<file path="config.mk">
export PLATFORM = sky130hd
export DESIGN_NAME = lcd_pattern_gen_flat
export DESIGN_NICKNAME = d
export VERILOG_FILES = /design/src/rtl/lcd_pattern_gen_pkg.sv /design/src/rtl/lcd_pattern_gen_if.sv /design/src/rtl/lcd_pattern_gen_box_mover.sv /design/src/rtl/lcd_pattern_gen.sv /design/src/flat_wrapper.sv
export SDC_FILE = /design/constraint.sdc
export NUM_CORES = 1
export LEC_CHECK = 0
export ABC_AREA = 1
export CAP_MARGIN = 40
export CORE_ASPECT_RATIO = 0.75
export CORE_MARGIN = 2
export CORE_UTILIZATION = 50
export CTS_BUF_LIST = sky130_fd_sc_hd__clkbuf_16
export CTS_CLUSTER_DIAMETER = 30
export DETAILED_ROUTE_END_ITERATION = 7
export DONT_BUFFER_PORTS = 1
export PLACE_DENSITY = 0.64
export SYNTH_ARGS = -nofsm -noshare
export SYNTH_HDL_FRONTEND = slang
export SYNTH_SLANG_ARGS = --single-unit
</file>
<file path="constraint.sdc">
create_clock -name clk_dri -period 3.1 [get_ports clk_dri]
set_input_delay 0.155 -clock clk_dri [delete_from_list [all_inputs] [get_ports clk_dri]]
set_output_delay 0.155 -clock clk_dri [all_outputs]
set_load 0.05 [all_outputs]
</file>
<file path="src/rtl/lcd_pattern_gen_pkg.sv">
// Shared types and helpers for the LCD test-pattern source: mode encoding, bar colours,
// panel-ID resolution decode and the single-axis bounce step used by the box mover.
// No state, no latency, no backpressure: pure declarations and combinational functions.
package lcd_pkg;

   typedef enum logic [1:0] {
      MODE_BARS = 2'd0,
      MODE_GRID = 2'd1,
      MODE_BOX  = 2'd2,
      MODE_GRAD = 2'd3
   } mode_t;

   typedef logic [23:0] rgb_t;

   localparam rgb_t RGB_WHITE = 24'hFFFFFF;
   localparam rgb_t RGB_BLACK = 24'h000000;
   localparam rgb_t RGB_RED   = 24'hFF0000;

   // Panel geometry selected by lcd_id
   typedef struct packed {
      logic [10:0] h_disp;
      logic [10:0] v_disp;
      logic [10:0] bar_w;
   } res_t;

   // One axis of the bouncing box: position and direction (1 = right/down)
   typedef struct packed {
      logic [10:0] pos;
      logic        fwd;
   } axis_t;

   function automatic res_t lcd_res(input logic [15:0] id);
      res_t r;
      case (id)
         16'h4342, 16'h4384: r = '{h_disp: 11'd480,  v_disp: 11'd272, bar_w: 11'd60};
         16'h7084:           r = '{h_disp: 11'd800,  v_disp: 11'd480, bar_w: 11'd100};
         16'h7016:           r = '{h_disp: 11'd1024, v_disp: 11'd600, bar_w: 11'd128};
         default:            r = '{h_disp: 11'd1280, v_disp: 11'd800, bar_w: 11'd160};
      endcase
      return r;
   endfunction

   function automatic rgb_t bar_color(input logic [2:0] idx);
      rgb_t c;
      case (idx)
         3'd0:    c = 24'hFFFFFF;
         3'd1:    c = 24'hFFFF00;
         3'd2:    c = 24'h00FFFF;
         3'd3:    c = 24'h00FF00;
         3'd4:    c = 24'hFF00FF;
         3'd5:    c = 24'hFF0000;
         3'd6:    c = 24'h0000FF;
         default: c = 24'h000000;
      endcase
      return c;
   endfunction

   function automatic mode_t next_mode(input mode_t m);
      mode_t n;
      case (m)
         MODE_BARS: n = MODE_GRID;
         MODE_GRID: n = MODE_BOX;
         MODE_BOX:  n = MODE_GRAD;
         default:   n = MODE_BARS;
      endcase
      return n;
   endfunction

   // Travel limit for the box corner; a box wider than the panel pins at 0
   function automatic logic [10:0] box_limit(input logic [10:0] disp, input logic [10:0] size);
      return (disp > size) ? (disp - size) : 11'd0;
   endfunction

   // One frame of bounce on one axis. Compares are done at 12 bits so pos+step cannot wrap.
   function automatic axis_t box_axis_step(input axis_t cur, input logic [10:0] lim,
                                           input logic [10:0] step);
      axis_t       nxt;
      logic [11:0] pos_w;
      logic [11:0] lim_w;
      logic [11:0] step_w;
      pos_w  = {1'b0, cur.pos};
      lim_w  = {1'b0, lim};
      step_w = {1'b0, step};
      nxt    = cur;
      if (pos_w > lim_w) begin
         // Panel shrank under the box: snap to the new edge and head back
         nxt.pos = lim;
         nxt.fwd = 1'b0;
      end else if (cur.fwd) begin
         if (pos_w + step_w >= lim_w) begin
            nxt.pos = lim;
            nxt.fwd = 1'b0;
         end else begin
            nxt.pos = cur.pos + step;
         end
      end else begin
         if (pos_w <= step_w) begin
            nxt.pos = 11'd0;
            nxt.fwd = 1'b1;
         end else begin
            nxt.pos = cur.pos - step;
         end
      end
      return nxt;
   endfunction

endpackage

</file>
<file path="src/rtl/lcd_pattern_gen_if.sv">
// Pixel link between the LCD timing driver (master) and the pattern source (slave).
// Latency: lcd_data answers data_req one cycle later. No backpressure: every request is served.
// Signals: lcd_id panel ID, lcd_xpos/lcd_ypos raw counters, data_req pixel request, lcd_data RGB888.
interface lcd_pattern_gen_if;
   logic [15:0] lcd_id;
   logic [10:0] lcd_xpos;
   logic [10:0] lcd_ypos;
   logic        data_req;
   logic [23:0] lcd_data;

   modport master (output lcd_id, lcd_xpos, lcd_ypos, data_req, input lcd_data);
   modport slave  (input lcd_id, lcd_xpos, lcd_ypos, data_req, output lcd_data);
endinterface

</file>
<file path="src/rtl/lcd_pattern_gen_box_mover.sv">
// Bouncing-box position: moves BOX_STEP per axis on every frame_start, reflects at the panel edges.
// Latency: new position visible the cycle after frame_start. No backpressure.
// Ports: clk, rst_n (async active-low), frame_start, h_disp/v_disp panel size, box_x/box_y corner.
module lcd_box_mover
   import lcd_pkg::*;
#(
   parameter int BOX_SIZE = 64,
   parameter int BOX_STEP = 4
)(
   input  logic        clk,
   input  logic        rst_n,
   input  logic        frame_start,
   input  logic [10:0] h_disp,
   input  logic [10:0] v_disp,
   output logic [10:0] box_x,
   output logic [10:0] box_y
);

   logic  dir_x;   // 1 = moving right
   logic  dir_y;   // 1 = moving down
   axis_t nxt_x;
   axis_t nxt_y;

   assign nxt_x = box_axis_step({box_x, dir_x}, box_limit(h_disp, 11'(BOX_SIZE)), 11'(BOX_STEP));
   assign nxt_y = box_axis_step({box_y, dir_y}, box_limit(v_disp, 11'(BOX_SIZE)), 11'(BOX_STEP));

   always_ff @(posedge clk or negedge rst_n) begin
      if (!rst_n) begin
         box_x <= 11'd0;
         box_y <= 11'd0;
         dir_x <= 1'b1;
         dir_y <= 1'b1;
      end else if (frame_start) begin
         box_x <= nxt_x.pos;
         dir_x <= nxt_x.fwd;
         box_y <= nxt_y.pos;
         dir_y <= nxt_y.fwd;
      end
   end

endmodule

</file>
<file path="src/rtl/lcd_pattern_gen.sv">
// Test-pattern pixel source (bars/grid/bouncing box/gradient) feeding the LCD timing driver.
// Latency: one cycle from data_req to lcd_data. No backpressure: every request gets a pixel.
// Ports: clk_dri, sys_rst_n (async active-low), key_next pulse, disp_mode out, pix (slave link).
module lcd_pattern_gen
   import lcd_pkg::*;
#(
   parameter int FRAME_HOLD = 300,
   parameter int BOX_SIZE   = 64,
   parameter int BOX_STEP   = 4,
   parameter int GRID_SHIFT = 5
)(
   input  logic            clk_dri,
   input  logic            sys_rst_n,
   input  logic            key_next,
   output logic [1:0]      disp_mode,
   lcd_pattern_gen_if.slave pix
);

   localparam int             FCW     = (FRAME_HOLD > 1) ? $clog2(FRAME_HOLD) : 1;
   localparam logic [FCW-1:0] FC_LAST = FCW'(FRAME_HOLD - 1);

   res_t           res;
   logic           frame_start;
   logic [10:0]    col;
   logic [10:0]    row;
   logic           req_d;
   mode_t          mode;
   logic [FCW-1:0] frame_cnt;
   logic           expire;
   logic [10:0]    box_x;
   logic [10:0]    box_y;
   rgb_t           pix_c;

   assign res         = lcd_res(pix.lcd_id);
   assign frame_start = (pix.lcd_xpos == 11'd0) && (pix.lcd_ypos == 11'd0);

   // Active-area coordinates: col counts within a request burst, row counts bursts since frame start
   always_ff @(posedge clk_dri or negedge sys_rst_n) begin
      if (!sys_rst_n) begin
         col   <= 11'd0;
         row   <= 11'd0;
         req_d <= 1'b0;
      end else begin
         req_d <= pix.data_req;
         col   <= pix.data_req ? (col + 11'd1) : 11'd0;
         if (frame_start)
            row <= 11'd0;
         else if (req_d && !pix.data_req)
            row <= row + 11'd1;
      end
   end

   // Key and frame expiry merge into a single advance, so a coincident pair steps once
   assign expire = frame_start && (frame_cnt == FC_LAST);

   always_ff @(posedge clk_dri or negedge sys_rst_n) begin
      if (!sys_rst_n) begin
         mode      <= MODE_BARS;
         frame_cnt <= '0;
      end else if (key_next || expire) begin
         mode      <= next_mode(mode);
         frame_cnt <= '0;
      end else if (frame_start) begin
         frame_cnt <= frame_cnt + 1'b1;
      end
   end

   assign disp_mode = mode;

   lcd_box_mover #(
      .BOX_SIZE (BOX_SIZE),
      .BOX_STEP (BOX_STEP)
   ) u_box (
      .clk         (clk_dri),
      .rst_n       (sys_rst_n),
      .frame_start (frame_start),
      .h_disp      (res.h_disp),
      .v_disp      (res.v_disp),
      .box_x       (box_x),
      .box_y       (box_y)
   );

   always_comb begin
      logic [11:0] col_w;
      logic [11:0] row_w;
      logic [2:0]  bar_idx;
      logic        grid_hit;
      logic        box_hit;
      col_w   = {1'b0, col};
      row_w   = {1'b0, row};
      // Bar index = number of bar boundaries at or left of col; boundaries are k*bar_w
      bar_idx = 3'd0;
      for (int k = 1; k < 8; k++) begin
         if (col_w >= 12'(k) * {1'b0, res.bar_w})
            bar_idx = 3'(k);
      end
      grid_hit = (col[GRID_SHIFT-1:0] == '0) || (row[GRID_SHIFT-1:0] == '0);
      box_hit  = (col_w >= {1'b0, box_x}) && (col_w < {1'b0, box_x} + 12'(BOX_SIZE)) &&
                 (row_w >= {1'b0, box_y}) && (row_w < {1'b0, box_y} + 12'(BOX_SIZE));
      case (mode)
         MODE_BARS: pix_c = bar_color(bar_idx);
         MODE_GRID: pix_c = grid_hit ? RGB_WHITE : RGB_BLACK;
         MODE_BOX:  pix_c = box_hit  ? RGB_RED   : RGB_BLACK;
         default:   pix_c = {col[7:0], col[7:0], col[7:0]};
      endcase
   end

   always_ff @(posedge clk_dri or negedge sys_rst_n) begin
      if (!sys_rst_n)
         pix.lcd_data <= 24'h0;
      else
         pix.lcd_data <= pix.data_req ? pix_c : 24'h0;
   end

endmodule
</file>
<file path="src/flat_wrapper.sv">
// flat-port wrapper written by rule: the top's interface ports become plain ports
module lcd_pattern_gen_flat import lcd_pkg::*;
#(
   parameter int FRAME_HOLD = 300,
   parameter int BOX_SIZE   = 64,
   parameter int BOX_STEP   = 4,
   parameter int GRID_SHIFT = 5
)
  (clk_dri, sys_rst_n, key_next, disp_mode, pix_lcd_id, pix_lcd_xpos, pix_lcd_ypos, pix_data_req, pix_lcd_data);
  lcd_pattern_gen_if pix_i ();
  input  logic clk_dri;
  input  logic sys_rst_n;
  input  logic key_next;
  output logic [1:0] disp_mode;
  input wire logic [$bits(pix_i.lcd_id)-1:0] pix_lcd_id;
  input wire logic [$bits(pix_i.lcd_xpos)-1:0] pix_lcd_xpos;
  input wire logic [$bits(pix_i.lcd_ypos)-1:0] pix_lcd_ypos;
  input wire logic [$bits(pix_i.data_req)-1:0] pix_data_req;
  output wire logic [$bits(pix_i.lcd_data)-1:0] pix_lcd_data;
  assign pix_i.lcd_id = pix_lcd_id;
  assign pix_i.lcd_xpos = pix_lcd_xpos;
  assign pix_i.lcd_ypos = pix_lcd_ypos;
  assign pix_i.data_req = pix_data_req;
  assign pix_lcd_data = pix_i.lcd_data;
  lcd_pattern_gen #(.FRAME_HOLD(FRAME_HOLD), .BOX_SIZE(BOX_SIZE), .BOX_STEP(BOX_STEP), .GRID_SHIFT(GRID_SHIFT)) u_core (.clk_dri(clk_dri), .sys_rst_n(sys_rst_n), .key_next(key_next), .disp_mode(disp_mode), .pix(pix_i));
endmodule
</file>
==> results.py, run 1 <==
metrics = {
    "outcome": {
        "status": "finished, violations left",
        "violations": "negative setup slack",
    },
    "sta": {
        "rsz0062_at_grt": "true",
        "whs_ns": 0.0203,
        "worst_pin_slew_ns": 0.562,
        "timing.final.crit_period_ns": 3.28,
        "fmax_ghz": 0.305,
        "report.final.slew_viol_count": 0,
        "fin_worst_skew_ns": 0.0113,
        "finalWorstSetupSlack_ns": -0.180,
        "slew_headroom_pct": 62.4,
        "period_share_pct": 106,
        "hold_viol": 0,
        "setup_violations": 24,
    },
    "global_routing": {
        "grt_pass1_wl_um": 35100,
        "grt_pass1_vias": 6981,
        "grtUsageTotal_pct": 26.0,
        "antenna_found_initial": 0,
        "grt_max_degree": 79,
        "grt.overflow.total": 0,
    },
    "critical_path": {
        "cp_max_fo": 8,
        "cpLargestDelayFamily": "simple AND/OR/NAND/NOR gates",
        "end_kind": "flop",
        "arrival_ns": 3.50,
        "cp.required_ns": 3.32,
        "critPathKind": "in2reg",
        "worst_path_most_repeated_cell": "nor2_4",
        "slowest_delay_ns": 0.36,
        "path_buf_inv": 3,
        "startpoint_type": "input port",
        "slowest_stage": "fa_2",
    },
    "routing": {
        "post_drt_wl_per_cell_um": 14.8,
        "drc": 0,
        "route.vias.total": 7412,
        "via_per_inst": 5.25,
        "drt_first_pass_iters": 5,
        "antenna_left": 0,
        "wl_um": 21000,
        "drtIter0Drc": 464,
    },
    "synthesis": {
        "synth_xor_area_share_pct": 3.55,
        "syn_area_um2": 7890,
        "synth_compound_area_share_pct": 11.0,
        "yosysSeqAreaShare_pct": 24.8,
        "synth-simple-area-share_pct": 30.4,
        "synth_fp_nets": 1289,
        "synthMuxAreaShare_pct": 0,
        "synth_seq_cells": 78,
        "synth.distinct_cells": 46,
        "yosysWarnings": 0,
        "synthAdderAreaFrac_pct": 21.7,
        "postSynthCellCount": 1111,
        "syn_area_per_cell_um2": 7.11,
        "synth_top_family_by_area": "simple AND/OR/NAND/NOR gates",
    },
    "finish": {
        "layout_commonest_cell": "nand2_1",
        "regArea_um2": 1960,
        "layout_common_cells": "nand2_1, inv_1, ha_1",
        "fin_nets": 1381,
        "diodes": 0,
        "final_cell_area_um2": 9510,
        "area_delta_synth_final_pct": 20.5,
        "fill_cells": 1430,
        "fin_util_pct": 62.1,
        "multi_input_area_um2": 5610,
        "drive_gt1_share_pct": 19.5,
    },
    "power": {
        "p_leak_nw": 5.04,
        "ir_worst_vdd_mv": 0.786,
        "p_per_area_nw_per_um2": 406,
    },
    "floorplanning": {
        "core_um2": 15300,
        "num_rows": 39,
        "io_pins": 68,
        "die_height_um": 113,
        "die_w_um": 149,
        "dieArea_um2": 16800,
        "initial_core_util_pct": 51.5,
    },
    "clocking": {
        "cts_root_buffer": "clkbuf_16",
        "clkSinkCount": 78,
        "cts.path.max_buffers": 2,
        "cts_inserted_buffers": 9,
        "cts-htree-levels": 3,
        "cts_tree": "built",
        "clk_pin_slew_ns": 0.07,
        "insertion_delay_ns": 0.34,
    },
    "placement": {
        "dp_hpwl_um": 16100,
        "port_buffers": 0,
        "dp_slack_ns": -0.772,
        "dpl-instance-area_um2": 8810,
        "place_congestion": 0.900,
    },
    "worst_hold_path": {
        "hp-class": "in2reg",
    },
    "flow_run": {
        "maxCapViolations": 0,
    },
}
-- final cells by class --
| class | count | share of cell area [%] |
|---|---|---|
| Clock buffer | 9 | 2.37 |
| Clock inverter | 7 | 0.868 |
| Inverter | 166 | 6.66 |
| Multi-Input combinational cell | 855 | 59.0 |
| Sequential cell | 78 | 20.6 |
| Tap cell | 205 | 2.70 |
| Timing Repair Buffer | 93 | 7.88 |
-- worst paths after layout --
check / start / slack, ns / to / cells past startpoint
hold / removal: pix_data_req / 0.02 / u_core.pix.lcd_data[6] / 2
setup reg to reg: u_core.u_box.box_y[3] / 0.33 / u_core.u_box.box_y[6] / 14
min in group asynchronous: sys_rst_n / 0.37 / u_core.row[7] / 2
setup / recovery: pix_lcd_id[9] / -0.18 / u_core.pix.lcd_data[19] / 25
hold reg to reg: u_core.u_box.box_y[7] / 0.55 / u_core.u_box.box_y[7] / 2
max in group asynchronous: sys_rst_n / 2.34 / u_core.u_box.dir_x / 2
-- routing by layer --
layer  track usage [%]  routed length (um)  vias up  part of all wire (%)
li1                  -                   -     3820                     -
met1              38.9               10800     3395                    51
met2              39.8                9010      181                    43
met3              4.40                1010       16                   4.8
met4              4.83                 199        0                  0.95
met5                 0                   0        -                     0
-- report_power, final --
part,total [mW],internal (mW),switching (mW)
sequential,1.94,1.22,0.721
clock,1.11,0.635,0.470
combinational,0.818,0.287,0.531
-- registers in the layout, indices dropped and copies added (netlist names) --
name	count
u_core.frame_cnt	9
u_core.u_box.box_x	9
u_core.u_box.box_y	9
u_core.col	11
u_core.disp_mode	2
u_core.pix.lcd_data	24
u_core.req_d	1
u_core.u_box.dir_x	1
u_core.row	11
u_core.u_box.dir_y	1
-- logic make-up after synthesis --
| group | Yosys count |
|---|---|
| AOI/OAI and AO/OA | 156 |
| xor gates and xnor gates | 32 |
| adders and majority gates | 136 |
| buffers and inverters | 178 |
| DFF | 78 |
| and+or+nand+nor | 531 |
-- through the flow --
stage	setup TNS [ns]	total power [mW]	std cells
finish	-2.76	3.86	1413
global route	-8.96	4.09	1413
CTS	-4.92	3.87	1411
detailed placement	-20.77	2.67	1384
global placement	-17.09	2.65	1384
floorplan	-11.84	2.43	1111
-- synth_stat cells (all sizes together) --
master	number	area, um^2
o21ai	49	257
a21boi	2	15.0
or2	4	25.0
nand4	15	93.8
dfrtp	76	1900
a221oi	1	8.76
ha	134	1680
nor4	7	50.1
a31oi	4	25.0
o211ai	9	67.6
o22ai	6	37.5
o21a	2	15.0
a21oi	75	379
a21o	3	22.5
and3	6	37.5
nand3	60	320
inv	165	619
xnor2	1	8.76
fa	2	40.0
nor3	29	176
nor2	128	558
clkbuf	5	18.8
clkinv	1	3.75
nand2	279	1110
o31ai	1	7.51
dfstp	2	52.6
o21bai	2	15.0
a211oi	2	15.0
buf	7	37.5
nand3b	3	22.5
xor2	31	272
-- repair_timing --
item                       CTS  global route
hold endpoints to repair    85             0
hold buffers                 3             0
buffers inserted             8             2
gates resized for setup     28            48
pin swaps                   21            20
setup endpoints to repair   34            44
Power figures use the tool's default switching activity.
==> run 2, diff against run 1 <==
--- a/config.mk
+++ b/config.mk
@@ -9,12 +9,12 @@
 export CAP_MARGIN = 40
 export CORE_ASPECT_RATIO = 0.75
 export CORE_MARGIN = 2
-export CORE_UTILIZATION = 50
+export CORE_UTILIZATION = 66
 export CTS_BUF_LIST = sky130_fd_sc_hd__clkbuf_16
 export CTS_CLUSTER_DIAMETER = 30
 export DETAILED_ROUTE_END_ITERATION = 7
 export DONT_BUFFER_PORTS = 1
-export PLACE_DENSITY = 0.64
+export PLACE_DENSITY = 0.81
 export SYNTH_ARGS = -nofsm -noshare
 export SYNTH_HDL_FRONTEND = slang
 export SYNTH_SLANG_ARGS = --single-unit
==> results.py, run 2 (same netlist as run 1, synthesis figures left out) <==
metrics = {
    "outcome": {
        "status": "finished, violations left",
        "violations": "negative setup slack",
    },
    "sta": {
        "rsz0062_at_grt": "true",
        "fin_worst_skew_ns": 0.00792,
        "slew_headroom_pct": 62.0,
        "period_share_pct": 112,
        "hold_viol": 0,
        "timing.final.crit_period_ns": 3.47,
        "worst_pin_slew_ns": 0.570,
        "finalWorstSetupSlack_ns": -0.372,
        "setup_tns_ns": -6.97,
        "whs_ns": 0.0288,
        "setup_violations": 34,
        "fmax_ghz": 0.288,
        "report.final.slew_viol_count": 0,
    },
    "power": {
        "ir_worst_vdd_mv": 0.810,
        "p_per_area_nw_per_um2": 402,
        "p_total_mw": 3.79,
        "p_leak_nw": 5.02,
    },
    "clocking": {
        "cts_tree": "built",
        "insertion_delay_ns": 0.35,
        "cts_inserted_buffers": 9,
        "cts.path.max_buffers": 2,
        "cts-htree-levels": 3,
        "clkSinkCount": 78,
        "clk_pin_slew_ns": 0.06,
        "cts_root_buffer": "clkbuf_16",
    },
    "global_routing": {
        "grt_pass1_vias": 7534,
        "top_usage_layer": "met2",
        "antenna_found_initial": 0,
        "grtUsageTotal_pct": 34.6,
        "grt_max_degree": 79,
        "use_met1_pct": 46.8,
        "use_met2_pct": 55.7,
        "grt_use_met3_pct": 8.25,
        "grt.overflow.total": 0,
        "grt_pass1_wl_um": 35600,
    },
    "floorplanning": {
        "num_rows": 34,
        "dieArea_um2": 12900,
        "die_w_um": 130,
        "initial_core_util_pct": 68.0,
        "core_um2": 11600,
        "io_pins": 68,
        "die_height_um": 98.7,
    },
    "finish": {
        "diodes": 0,
        "final_cell_area_um2": 9440,
        "largest_register_ffs": 24,
        "area_delta_synth_final_pct": 19.6,
        "layout_common_cells": "nand2_1, inv_1, ha_1",
        "layout_commonest_cell": "nand2_1",
        "stdcell_count": 1371,
        "drive_gt1_share_pct": 19.6,
        "reg_top3": "u_core.pix.lcd_data x24, u_core.col x11, u_core.row x11",
        "top_register": "u_core.pix.lcd_data",
        "fin_nets": 1382,
        "fin_util_pct": 81.3,
    },
    "placement": {
        "dp_hpwl_um": 16200,
        "place_congestion": 0.973,
        "dpl-instance-area_um2": 8720,
        "port_buffers": 0,
        "placedCellCount": 1335,
        "dp_slack_ns": -0.704,
    },
    "routing": {
        "antenna_left": 0,
        "via_per_inst": 5.75,
        "drt_first_pass_iters": 5,
        "post_drt_wl_per_cell_um": 16.3,
        "route.vias.total": 7882,
        "drc": 0,
        "drtIter0Drc": 580,
        "wl_um": 22400,
    },
    "critical_path": {
        "slowest_stage": "fa_2",
        "arrival_ns": 3.68,
        "cp_max_fo": 8,
        "end_kind": "flop",
        "startpoint_type": "input port",
        "critPathKind": "in2reg",
        "cp.required_ns": 3.31,
        "slowest_delay_ns": 0.36,
    },
    "worst_hold_path": {
        "hp-class": "in2reg",
    },
    "flow_run": {
        "maxCapViolations": 0,
    },
}
[run 2: routing by layer]
| layer | wire length [um] | share of wire, % |
|---|---|---|
| met4 | 520 | 2.3 |
| met5 | 0 | 0 |
| met1 | 9600 | 43 |
| met2 | 10200 | 46 |
| met3 | 2070 | 9.2 |
[run 2: what timing repair did]
action / in CTS / in global routing
cloned: 0 / 0
pin swaps: 20 / 28
setup endpoints to repair: 34 / 44
resized for setup: 14 / 58
endpoints found under the hold margin: 89 / 0
hold buffers: 4 / 0
setup buffers: 9 / 7
[run 2: worst paths after layout]
check	depth (start not counted)	slack, ns	to	start
worst max-delay path	26	-0.37	u_core.pix.lcd_data[16]	pix_lcd_id[0]
worst min-delay path	2	0.03	u_core.pix.lcd_data[3]	pix_data_req
worst max register to register	17	0.27	u_core.u_box.box_y[4]	u_core.u_box.box_y[3]
worst min register to register	1	0.53	u_core.col[0]	u_core.col[0]
max in group asynchronous	2	2.39	u_core.u_box.dir_x	sys_rst_n
min in group asynchronous	2	0.37	u_core.row[9]	sys_rst_n
[run 2: critical path: cells and delay by family]
| family | cells | cell delay, ns |
|---|---|---|
| fa+ha+maj | 5 | 1.06 |
| compound gates | 2 | 0.35 |
| xor+xnor | 1 | 0.17 |
| simple gates | 14 | 1.73 |
| buf+inv | 4 | 0.19 |
[run 2: layout make-up]
class                      instances  area (um^2)
tap                              162          203
multi-input combinational        855         5600
sequential                        78         1960
timing repair buffer              94          761
clock inverter                     7         65.1
clock buffer                       9          225
fill                             759         2170
inverter                         166          633
[run 2: power by group]
part | switching, mW | internal (mW)
clock network | 0.468 | 0.562
registers | 0.723 | 1.22
logic | 0.538 | 0.284
total | 1.73 | 2.06
==> run 3, diff against run 2 <==
--- a/config.mk
+++ b/config.mk
@@ -18,3 +18,4 @@
 export SYNTH_ARGS = -nofsm -noshare
 export SYNTH_HDL_FRONTEND = slang
 export SYNTH_SLANG_ARGS = --single-unit
+export TNS_END_PERCENT = 1
==> constraint.sdc (replaced) <==
create_clock -name clk_dri -period 3.1 [get_ports clk_dri]
set_input_delay 0.465 -clock clk_dri [delete_from_list [all_inputs] [get_ports clk_dri]]
set_output_delay 0.465 -clock clk_dri [all_outputs]
set_load 0.05 [all_outputs]
==> results.py, run 3 (same netlist as run 1, synthesis figures left out) <==
metrics = {
    "outcome": {
        "status": "finished, violations left",
        "violations": "negative setup slack",
    },
    "global_routing": {
        "antenna_found_initial": 0,
        "grt.overflow.total": 0,
        "grt_pass1_wl_um": 35500,
        "grtUsageTotal_pct": 34.6,
        "grt_pass1_vias": 7458,
        "grt_max_degree": 79,
    },
    "finish": {
        "diodes": 0,
        "reg_top3": "u_core.pix.lcd_data x24, u_core.col x11, u_core.row x11",
        "area_delta_synth_final_pct": 19.2,
        "largest_register_ffs": 24,
        "top_register": "u_core.pix.lcd_data",
        "layout_common_cells": "nand2_1, inv_1, ha_1",
        "layout_commonest_cell": "nand2_1",
        "stdcell_count": 1367,
        "final_cell_area_um2": 9410,
        "fin_nets": 1378,
        "drive_gt1_share_pct": 18.6,
    },
    "floorplanning": {
        "num_rows": 34,
        "io_pins": 68,
        "dieArea_um2": 12900,
        "die_height_um": 98.7,
        "die_w_um": 130,
        "initial_core_util_pct": 68.0,
        "core_um2": 11600,
    },
    "power": {
        "comb_power_share_pct": 20.5,
        "p_int_mw": 2.29,
        "p_per_area_nw_per_um2": 425,
        "p_sw_share_pct": 42.8,
        "power_frac_clock_pct": 30.9,
        "ir_worst_vdd_mv": 0.683,
        "net-switching-power_mw": 1.71,
        "p_leak_nw": 5.00,
        "p_seq_share_pct": 48.6,
    },
    "flow_run": {
        "maxCapViolations": 0,
    },
    "clocking": {
        "cts_tree": "built",
        "clkSinkCount": 78,
        "cts-htree-levels": 3,
        "clk_pin_slew_ns": 0.06,
        "cts_inserted_buffers": 9,
        "insertion_delay_ns": 0.35,
        "cts_root_buffer": "clkbuf_16",
        "cts.path.max_buffers": 2,
    },
    "routing": {
        "drtIter0Drc": 530,
        "drt_first_pass_iters": 8,
        "via_per_inst": 5.82,
        "post_drt_wl_per_cell_um": 16.4,
        "wl_um": 22400,
        "drc": 0,
        "antenna_left": 0,
        "route.vias.total": 7950,
    },
    "critical_path": {
        "startpoint_type": "input port",
        "cpLargestDelayFamily": "simple AND/OR/NAND/NOR gates",
        "critPathKind": "in2reg",
        "arrival_ns": 3.97,
        "end_kind": "flop",
        "rr_startpoint": "u_core.u_box.box_x[4]",
        "slowest_stage": "fa_2",
        "rrSetupSlack_ns": 0.23,
        "worstReg2RegEnd": "u_core.u_box.box_x[9]",
        "cp_max_fo": 8,
        "path_buf_inv": 4,
        "reg2regPathDepth": 15,
        "slowest_delay_ns": 0.36,
        "cp.required_ns": 3.32,
        "worst_path_most_repeated_cell": "nand2_1",
    },
    "sta": {
        "slew_headroom_pct": 61.0,
        "fmax_ghz": 0.267,
        "fin_worst_skew_ns": 0.00683,
        "setup_violations": 39,
        "worst_pin_slew_ns": 0.585,
        "hold_viol": 0,
        "timing.final.crit_period_ns": 3.75,
        "report.final.slew_viol_count": 0,
        "period_share_pct": 121,
        "rsz0062_at_grt": "true",
        "finalWorstSetupSlack_ns": -0.650,
        "whs_ns": 0.00700,
    },
    "placement": {
        "dp_hpwl_um": 15800,
        "port_buffers": 0,
        "dpl-instance-area_um2": 8730,
        "place_congestion": 0.969,
        "placedCellCount": 1341,
    },
    "worst_hold_path": {
        "hp-class": "in2async",
    },
}
## run 3: layout make-up
type                       instances  area (um^2)
sequential                        78         1950
clock inverter                     7          120
tap                              162          203
timing repair buffer              90          703
clock buffer                       9          225
fill                             784         2210
multi-input combinational        855         5570
inverter                         166          633
## run 3: power groups by stage
stage	Sequential, mW	Combinational, mW	Clock [mW]
4_1_cts	1.94	0.775	1.24
3_5_place_dp	1.96	0.709	0
3_3_place_gp	1.95	0.668	0
6_report	1.94	0.819	1.24
2_1_floorplan	1.90	0.521	0
5_1_grt	1.96	0.929	1.29
## run 3: worst reg2reg max path, stage by stage, from the launching register on
cell	delay, ns
dfrtp_1	0.47
nand3_1	0.16
nor2_1	0.28
xor2_1	0.18
inv_1	0.07
ha_1	0.31
inv_1	0.08
o31ai_1	0.37
nand4_1	0.19
nand3_2	0.17
buf_4	0.16
o22ai_1	0.06
nand2_1	0.09
nand2_1	0.06
nand2_1	0.06
o21ai_2	0.05
## run 3: repair_timing
item,4_1_cts,5_1_grt
endpoints found under the hold margin,78,0
gates resized for setup,22,35
buffers inserted,6,3
pin swaps,15,19
hold buffers,1,0
endpoints found under the setup margin,34,44
## run 3: per-layer routing
metal  part of all wire [%]  routed length, um  GRT usage [%]
met5                      0                  0              0
met4                    2.3                519           9.84
met1                     43               9570           47.6
met3                    9.0               2020           7.98
met2                     46              10300           54.9
## run 3: worst max path at each step
stage,from,endpoint,slack (ns),cells past startpoint
floorplan,pix_lcd_id[9],u_core.pix.lcd_data[23],-0.88,25
global placement,pix_lcd_id[9],u_core.pix.lcd_data[17],-0.89,25
global route,pix_lcd_id[9],u_core.u_box.box_x[9],-0.85,30
detailed placement,pix_lcd_id[9],u_core.pix.lcd_data[15],-0.99,25
finish,pix_lcd_id[4],u_core.pix.lcd_data[21],-0.65,26
CTS,pix_lcd_id[9],u_core.pix.lcd_data[21],-0.51,25
## run 3: through the flow
step	TNS, ns	power [mW]	worst slack, ns	util, %
5_1_grt	-26.62	4.18	-0.846	81.0
4_1_cts	-13.58	3.96	-0.510	79.5
3_3_place_gp	-29.08	2.62	-0.894	75.2
6_report	-19.80	4.00	-0.650	81.0
3_5_place_dp	-31.89	2.67	-0.993	75.2
2_1_floorplan	-24.99	2.42	-0.880	-
